==> src/rtl/quad_pkg.sv <==
// Shared definitions for the quadrature decoder: {A,B} state encodings,
// the step classification and the Gray-sequence transition decoder.
package quad_pkg;

  localparam logic [1:0] ST00 = 2'b00;
  localparam logic [1:0] ST10 = 2'b10;
  localparam logic [1:0] ST11 = 2'b11;
  localparam logic [1:0] ST01 = 2'b01;

  typedef enum logic [1:0] {
    NONE    = 2'd0,
    UP      = 2'd1,
    DOWN    = 2'd2,
    ILLEGAL = 2'd3
  } step_kind_t;

  // Up order is 00 -> 10 -> 11 -> 01 -> 00 (A leads B); any other
  // single-bit change is the reverse direction.
  function automatic step_kind_t quad_step(input logic [1:0] old_ab,
                                           input logic [1:0] new_ab);
    logic [1:0] up_next;
    case (old_ab)
      ST00:    up_next = ST10;
      ST10:    up_next = ST11;
      ST11:    up_next = ST01;
      default: up_next = ST00;
    endcase
    if (new_ab == old_ab)              return NONE;
    if (new_ab == up_next)             return UP;
    if ((new_ab ^ old_ab) == 2'b11)    return ILLEGAL;
    return DOWN;
  endfunction

endpackage

==> src/rtl/quad_sync_filter.sv <==
// Two-flop synchroniser for the A/B pair followed by a stability filter that
// accepts a new level only after FILT consecutive identical samples.
module quad_sync_filter
  import quad_pkg::*;
#(
  parameter int FILT = 2
) (
  input  logic       clk,
  input  logic       clr,
  input  logic       a_in,
  input  logic       b_in,
  output logic [1:0] ab_f,
  output logic       ab_chg
);

  localparam logic [3:0] FILT_C = 4'(FILT);

  logic [1:0] s1_p0;
  logic [1:0] s2_p1;
  logic [1:0] pend;
  logic [3:0] run_cnt;
  logic [3:0] run_nxt;

  // A run only continues while s2 repeats the same pending level.
  always_comb begin
    run_nxt = 4'd1;
    if (run_cnt != 4'd0 && s2_p1 == pend)
      run_nxt = run_cnt + 4'd1;
  end

  always_ff @(posedge clk) begin
    if (clr) begin
      // Load from the live pins so releasing clr mid-rotation is silent.
      s1_p0   <= {a_in, b_in};
      s2_p1   <= {a_in, b_in};
      ab_f    <= {a_in, b_in};
      pend    <= {a_in, b_in};
      run_cnt <= 4'd0;
      ab_chg  <= 1'b0;
    end else begin
      // stage p0 -> p1: synchroniser, no logic on the first flop
      s1_p0  <= {a_in, b_in};
      s2_p1  <= s1_p0;
      // stage p1 -> filtered state
      ab_chg <= 1'b0;
      pend   <= s2_p1;
      if (s2_p1 == ab_f) begin
        run_cnt <= 4'd0;
      end else if (run_nxt >= FILT_C) begin
        ab_f    <= s2_p1;
        ab_chg  <= 1'b1;
        run_cnt <= 4'd0;
      end else begin
        run_cnt <= run_nxt;
      end
    end
  end

endmodule

==> src/rtl/quad_decoder.sv <==
// Quadrature decoder: filtered A/B pair decoded into up/down steps driving a
// modulo-(n+1) position counter, with illegal-transition error reporting.
module quad_decoder
  import quad_pkg::*;
#(
  parameter int WIDTH = 4,
  parameter int FILT  = 2
) (
  input  logic             clk,
  input  logic             clr,
  input  logic             a_in,
  input  logic             b_in,
  input  logic [WIDTH-1:0] n,
  output logic [WIDTH-1:0] count,
  output logic             dir,
  output logic             step,
  output logic             err,
  output logic             err_sticky
);

  logic [1:0] ab_f;
  logic [1:0] ab_prev;
  logic       ab_chg;
  step_kind_t kind;

  function automatic logic [WIDTH-1:0] wrap_up(input logic [WIDTH-1:0] c,
                                               input logic [WIDTH-1:0] lim);
    return (c >= lim) ? '0 : c + WIDTH'(1);
  endfunction

  function automatic logic [WIDTH-1:0] wrap_down(input logic [WIDTH-1:0] c,
                                                 input logic [WIDTH-1:0] lim);
    return (c == '0) ? lim : c - WIDTH'(1);
  endfunction

  quad_sync_filter #(
    .FILT (FILT)
  ) u_filt (
    .clk    (clk),
    .clr    (clr),
    .a_in   (a_in),
    .b_in   (b_in),
    .ab_f   (ab_f),
    .ab_chg (ab_chg)
  );

  // ab_prev trails ab_f by one cycle, so on the ab_chg strobe it holds the
  // level that was just replaced.
  always_ff @(posedge clk) begin
    ab_prev <= ab_f;
  end

  always_comb begin
    kind = NONE;
    if (ab_chg)
      kind = quad_step(ab_prev, ab_f);
  end

  // stage: decoded step -> registered position and event outputs
  always_ff @(posedge clk) begin
    if (clr) begin
      count      <= '0;
      dir        <= 1'b1;
      step       <= 1'b0;
      err        <= 1'b0;
      err_sticky <= 1'b0;
    end else begin
      step <= 1'b0;
      err  <= 1'b0;
      case (kind)
        UP: begin
          count <= wrap_up(count, n);
          dir   <= 1'b1;
          step  <= 1'b1;
        end
        DOWN: begin
          count <= wrap_down(count, n);
          dir   <= 1'b0;
          step  <= 1'b1;
        end
        ILLEGAL: begin
          err        <= 1'b1;
          err_sticky <= 1'b1;
        end
        default: ;
      endcase
    end
  end

endmodule

==> config.mk <==
export PLATFORM = sky130hd
export DESIGN_NAME = quad_decoder
export DESIGN_NICKNAME = d
export VERILOG_FILES = /design/src/rtl/quad_pkg.sv /design/src/rtl/quad_sync_filter.sv /design/src/rtl/quad_decoder.sv
export SDC_FILE = /design/constraint.sdc
export NUM_CORES = 1
export LEC_CHECK = 0
export BUFFER_PORTS_ARGS = -buffer_cell sky130_fd_sc_hd__buf_4
export CAP_MARGIN = 20
export CORE_MARGIN = 5
export CORE_UTILIZATION = 30
export CTS_CLUSTER_DIAMETER = 80
export DETAILED_ROUTE_END_ITERATION = 7
export GPL_TIMING_DRIVEN = 0
export PLACE_DENSITY = 0.46
export SLEW_MARGIN = 0
export SYNTH_ARGS = -nofsm -noshare
export SYNTH_HDL_FRONTEND = slang
export SYNTH_HIERARCHICAL = 1
export SYNTH_SLANG_ARGS = --single-unit
==> constraint.sdc <==
create_clock -name clk -period 3.2 [get_ports clk]
set_clock_uncertainty 0.05 [all_clocks]
set_input_delay 0.16 -clock clk [delete_from_list [all_inputs] [get_ports clk]]
set_output_delay 0.16 -clock clk [all_outputs]
set_load 0.1 [all_outputs]
==> flow_metrics.tcl, run 1 <==
set metrics [dict create \
    reg2reg_to "count[2]$_SDFFE_PP0P_" \
    cp.arrival_ps 2660 \
    final_cell_mix "dfxtp_1, inv_1, buf_4, ha_1, nor2_1" \
    syn_avg_cell_area_um2 9.74 \
    min_period_ps 2510 \
    initial_utilization_pct 31.2 \
    hold_path_end "err_sticky$_SDFFE_PP0N_" \
    critPathCaptureType "register" \
    cts.clk_slew.worst_paths_ps 80 \
    routabilityCongestion 0.694 \
    critical_path_class "reg -> reg" \
    yosys_warnings 6 \
    start_kind "register" \
    fin_nets 173 \
    synthToLayoutAreaGrowth_pct 19.8 \
    rows 23 \
    holdPathStages 2 \
    fin_tns_setup_ps 0 \
    reg2regPathDepth 7 \
    viasPerCell 4.73 \
    synth_seq_area_share_pct 38.2 \
    fin_hold_ws_ps 70.7 \
    globalRouteTotalUtil_pct 9.68 \
    ys_types 45 \
    finalCritPeriodShare_pct 78.3 \
    rsz0062_at_grt "no" \
    outcome "completed" \
    clock-sinks 23 \
    hpwl_mm 1.90 \
    regToRegStartpoint "ab_prev[1]$_DFF_P_" \
    layout_commonest_cell "dfxtp_1" \
    synth_cells 129 \
    fp.dieW_um 74.7 \
    antenna_found_initial 0 \
    antennaDiodeCount 0 \
    drc_errors 0 \
    htreeDepth 1 \
    worstPathMaxFanout 7 \
    synth_ff_type "dfxtp_1" \
    ys_ff_latch 23 \
    drive_gt1_share_pct 19.7 \
    dpl_cell_area_um2 1440 \
    cts_tree "done" \
    fmax_mhz 399 \
    clockRootBuffer "clkbuf_8" \
    initialDrtViolationCount 27 \
    r2r_slack_ps 690 \
    netlist_area_um2 1260 \
    drv_cap 0 \
    worst_hold_path_type "in -> reg" \
    clk_path_buf_depth 2 \
    p_leak_uw 0.000691 \
    ant_nets 0 \
    cellPowerDensity_nw_per_um2 480 \
    first_global_vias 954 \
    die_area_um2 5580 \
    vdd_drop_max_v 0.000307 \
    final-setup-viol-count 0 \
    fill_cells 417 \
    ioPinCount 16 \
    synth_edf_count 2 \
    grt_max_degree 14 \
    min_from "clr" \
    clk_latency_ps 260 \
    routed_wl_mm 2.39 \
    coreArea_um2 4030 \
    routedWlPerCell_um 11.8 \
    numCtsBuffers 3 \
    via_count 956 \
    grt_pass1_wl_mm 4.16 \
    worstPathRequired_ps 3350 \
    async_flop_share_pct 0 \
    grt-ovfl-total 0 \
    drv_slew 0 \
    hold_violations 0 \
    die_y_um 74.7 \
    fin_area_um2 1510 \
    port_buffers 15 \
    dr.pass1.iters 4 \
]
[per-stage QoR]
stage	util [%]	cells	setup slack (ps)	power [µW]
after floorplan	-	131	552	503
after global placement	35.7	196	737	542
after detailed placement	35.7	196	727	550
after CTS	37.4	202	676	734
after global routing	37.4	202	532	763
final	37.4	202	695	723
[how the worst max path moves through the flow]
stage                                         from  cells past startpoint                     to
after global placement    u_filt/ab_f[0]$_DFFE_PP_                      7  count[2]$_SDFFE_PP0P_
after detailed placement  u_filt/ab_f[0]$_DFFE_PP_                      7  count[2]$_SDFFE_PP0P_
after global routing      u_filt/ab_f[0]$_DFFE_PP_                      7  count[2]$_SDFFE_PP0P_
final                           ab_prev[1]$_DFF_P_                      7  count[2]$_SDFFE_PP0P_
after floorplan              count[0]$_SDFFE_PP0P_                      8  count[0]$_SDFFE_PP0P_
after CTS                 u_filt/ab_f[0]$_DFFE_PP_                      7  count[2]$_SDFFE_PP0P_
[critical path, stage by stage (launching register included)]
cell	delay, ps
dfxtp_1	420
mux2_2	350
o211ai_1	270
ha_1	390
or2_1	300
a2111oi_0	430
a22oi_1	150
o21ai_1	80
[final cells by class]
type                    count  area [µm²]  area share, %
multi-input cells          88         693           46.1
flip-flops and latches     23         480           31.9
repair buffers             17         133           8.81
inverters                  17        63.8           4.24
well taps                  50        62.6           4.16
clock buffers               3        41.3           2.74
plain buffers               3        26.3           1.75
clock inverters             1        5.00          0.333
[routing by layer]
metal  global-route usage [%]  up-vias  part of all wire (%)
met5                        0        -                     0
met4                     2.77        0                  0.84
met3                     3.20        4                   4.6
met2                     16.8       11                    47
met1                     11.4      445                    48
li1                         -      496                     -
[timing repair]
| item | CTS | global route |
|---|---|---|
| resized for setup | 0 | 0 |
| endpoints found under the hold margin | 2 | 0 |
| setup endpoints to repair | 0 | 0 |
| setup buffers | 0 | 0 |
| hold buffers | 2 | 0 |
[where the power goes]
group | switching [µW] | internal, µW | leakage (µW)
Sequential | 25.0 | 314 | 0.000194
Clock | 92.7 | 86.9 | 0.0000255
Combinational | 118 | 86.2 | 0.000472
Total | 235 | 487 | 0.000691
[cell usage after synthesis, types with 3 or more instances]
library cell   n  area share [%]
inv_1         17             5.1
o21ai_0        7             2.8
nand2_1        4             1.2
nor2b_1        3             1.5
nor2_1        10             3.0
o211ai_1       3             1.8
a21oi_1        5             2.0
ha_1          12              12
dfxtp_1       21              33
[kinds of logic (layout without fill, tap and decap cells)]
| kind of cell | count (synthesis) | in the layout | share of synthesized area, % |
|---|---|---|---|
| other | 1 | 3 | 0.299 |
| buffers and inverters | 20 | 41 | 7.17 |
| multiplexers | 4 | 4 | 3.39 |
| adder cells (fa/ha/maj) | 12 | 12 | 12.0 |
| XOR/XNOR | 4 | 4 | 2.79 |
| flip-flops | 23 | 23 | 38.2 |
| AND/OR/NAND/NOR | 32 | 32 | 15.5 |
| AO/OA/AOI/OAI | 33 | 33 | 20.6 |
[registers in the layout, summed over array words and instances (netlist names)]
name,flops
ab_prev,2
count,4
dir,1
err,1
err_sticky,1
step,1
u_filt/ab_chg,1
u_filt/ab_f,2
u_filt/pend,2
u_filt/run_cnt,4
u_filt/s1_p0,2
u_filt/s2_p1,2
Power figures use the tool's default switching activity.
==> run 2: changes to the inputs <==
- clock period: 3.2 -> 2.4 ns (I/O delays scaled with it)
==> flow_metrics.tcl, run 2 (same netlist as run 1, synthesis figures left out) <==
set metrics [dict create \
    outcome "completed" \
    initialDrtViolationCount 20 \
    htreeDepth 1 \
    p_leak_uw 0.000722 \
    routabilityCongestion 0.682 \
    worstPathMaxFanout 5 \
    cp.depth 7 \
    final-setup-viol-count 0 \
    hold_path_end "count[1]$_SDFFE_PP0P_" \
    clockRootBuffer "clkbuf_8" \
    holdPathStages 2 \
    slowest_stage "edfxtp_1" \
    drv_slew 0 \
    viasPerCell 4.61 \
    cp_top_family "compound AO/OA/AOI/OAI gates" \
    drive_gt1_share_pct 27.0 \
    finalCritPeriodShare_pct 94.4 \
    drv_cap 0 \
    cp.arrival_ps 2420 \
    routed_wl_mm 2.45 \
    fmax_mhz 441 \
    rsz0062_at_grt "yes" \
    vdd_drop_max_v 0.000361 \
    fp.dieW_um 74.7 \
    grt_pass1_wl_mm 4.33 \
    fill_cells 442 \
    hold_violations 0 \
    grt_max_degree 15 \
    die_area_um2 5580 \
    clock-sinks 23 \
    hpwl_mm 1.88 \
    worstPathRequired_ps 2550 \
    initial_utilization_pct 31.2 \
    clk_latency_ps 260 \
    fin_tns_setup_ps 0 \
    die_y_um 74.7 \
    grt-ovfl-total 0 \
    port_buffers 15 \
    layout_commonest_cell "buf_4" \
    min_from "clr" \
    globalRouteTotalUtil_pct 9.99 \
    reg2reg_to "count[2]$_SDFFE_PP0P_" \
    drc_errors 0 \
    critPathCaptureType "register" \
    cellPowerDensity_nw_per_um2 628 \
    crit_chain "mux2_2 -> o211ai_1 -> ha_4 -> or2_1 -> a2111oi_2 -> a22oi_1 -> o21ai_1" \
    top_regs "count x4, u_filt/run_cnt x4" \
    worst_hold_path_type "in -> reg" \
    dr.pass1.iters 4 \
    rows 23 \
    ant_nets 0 \
    final_cell_mix "buf_4, dfxtp_1, inv_1, ha_1, nor2_1" \
    routedWlPerCell_um 11.7 \
    clk_path_buf_depth 2 \
    ioPinCount 16 \
    first_global_vias 986 \
    fin_nets 180 \
    p_total_uw 998 \
    critPathMaxStageDelay_ps 450 \
    cts_tree "done" \
    antennaDiodeCount 0 \
    min_period_ps 2270 \
    start_kind "register" \
    critical_path_class "reg -> reg" \
    r2r_slack_ps 130 \
    via_count 964 \
    antenna_found_initial 0 \
    synthToLayoutAreaGrowth_pct 26.5 \
    reg2regPathDepth 7 \
    cp_num_buf_inv 0 \
    numCtsBuffers 3 \
    regToRegStartpoint "u_filt/ab_f[1]$_DFFE_PP_" \
    cts.clk_slew.worst_paths_ps 90 \
    coreArea_um2 4030 \
]
run 2: area by class of cell:
class | instances | area [µm²] | area share, %
Multi-Input combinational cell | 88 | 718 | 45.2
Sequential cell | 23 | 484 | 30.5
Timing Repair Buffer | 24 | 185 | 11.7
Inverter | 17 | 63.8 | 4.02
Tap cell | 50 | 62.6 | 3.94
Clock buffer | 3 | 41.3 | 2.60
Buffer | 3 | 26.3 | 1.65
Clock inverter | 1 | 7.51 | 0.472
run 2: metrics by stage:
step	instance area (µm²)	util, %	cells	hold WS (ps)	setup slack, ps
3_3_place_gp	1440	35.8	196	185	-60.0
5_1_grt	1590	39.4	209	13.3	-53.9
2_1_floorplan	1270	-	131	97.7	38.8
6_report	1590	39.4	209	22.1	134
4_1_cts	1540	38.2	205	19.1	1.39
3_5_place_dp	1440	35.8	196	187	-83.0
run 2: worst max-delay path by stage:
stage	from	to	slack [ps]
6_report	u_filt/ab_f[1]$_DFFE_PP_	count[2]$_SDFFE_PP0P_	130
2_1_floorplan	count[2]$_SDFFE_PP0P_	count[0]$_SDFFE_PP0P_	40
4_1_cts	u_filt/ab_f[1]$_DFFE_PP_	count[2]$_SDFFE_PP0P_	1
3_5_place_dp	u_filt/ab_f[1]$_DFFE_PP_	count[2]$_SDFFE_PP0P_	-80
3_3_place_gp	u_filt/ab_f[0]$_DFFE_PP_	count[2]$_SDFFE_PP0P_	-60
5_1_grt	u_filt/ab_f[0]$_DFFE_PP_	count[2]$_SDFFE_PP0P_	-50
run 2: routing by layer:
layer | part of all wire, % | global-route usage [%]
met1 | 48 | 12.2
met2 | 47 | 17.4
met3 | 4.5 | 3.20
met4 | 0.41 | 1.78
met5 | 0 | 0
run 2: report_power, final:
part           internal [µW]  switching (µW)  total (µW)
sequential               420            31.5         452
combinational            134             166         300
clock                    117             129         247
total                    671             327         998
run 2: what timing repair did:
action	CTS	global route
hold endpoints to repair	2	0
setup endpoints to repair	2	2
gates resized for setup	3	3
pin swaps	1	3
gates cloned	0	0
hold buffers	2	0
setup buffers	3	4
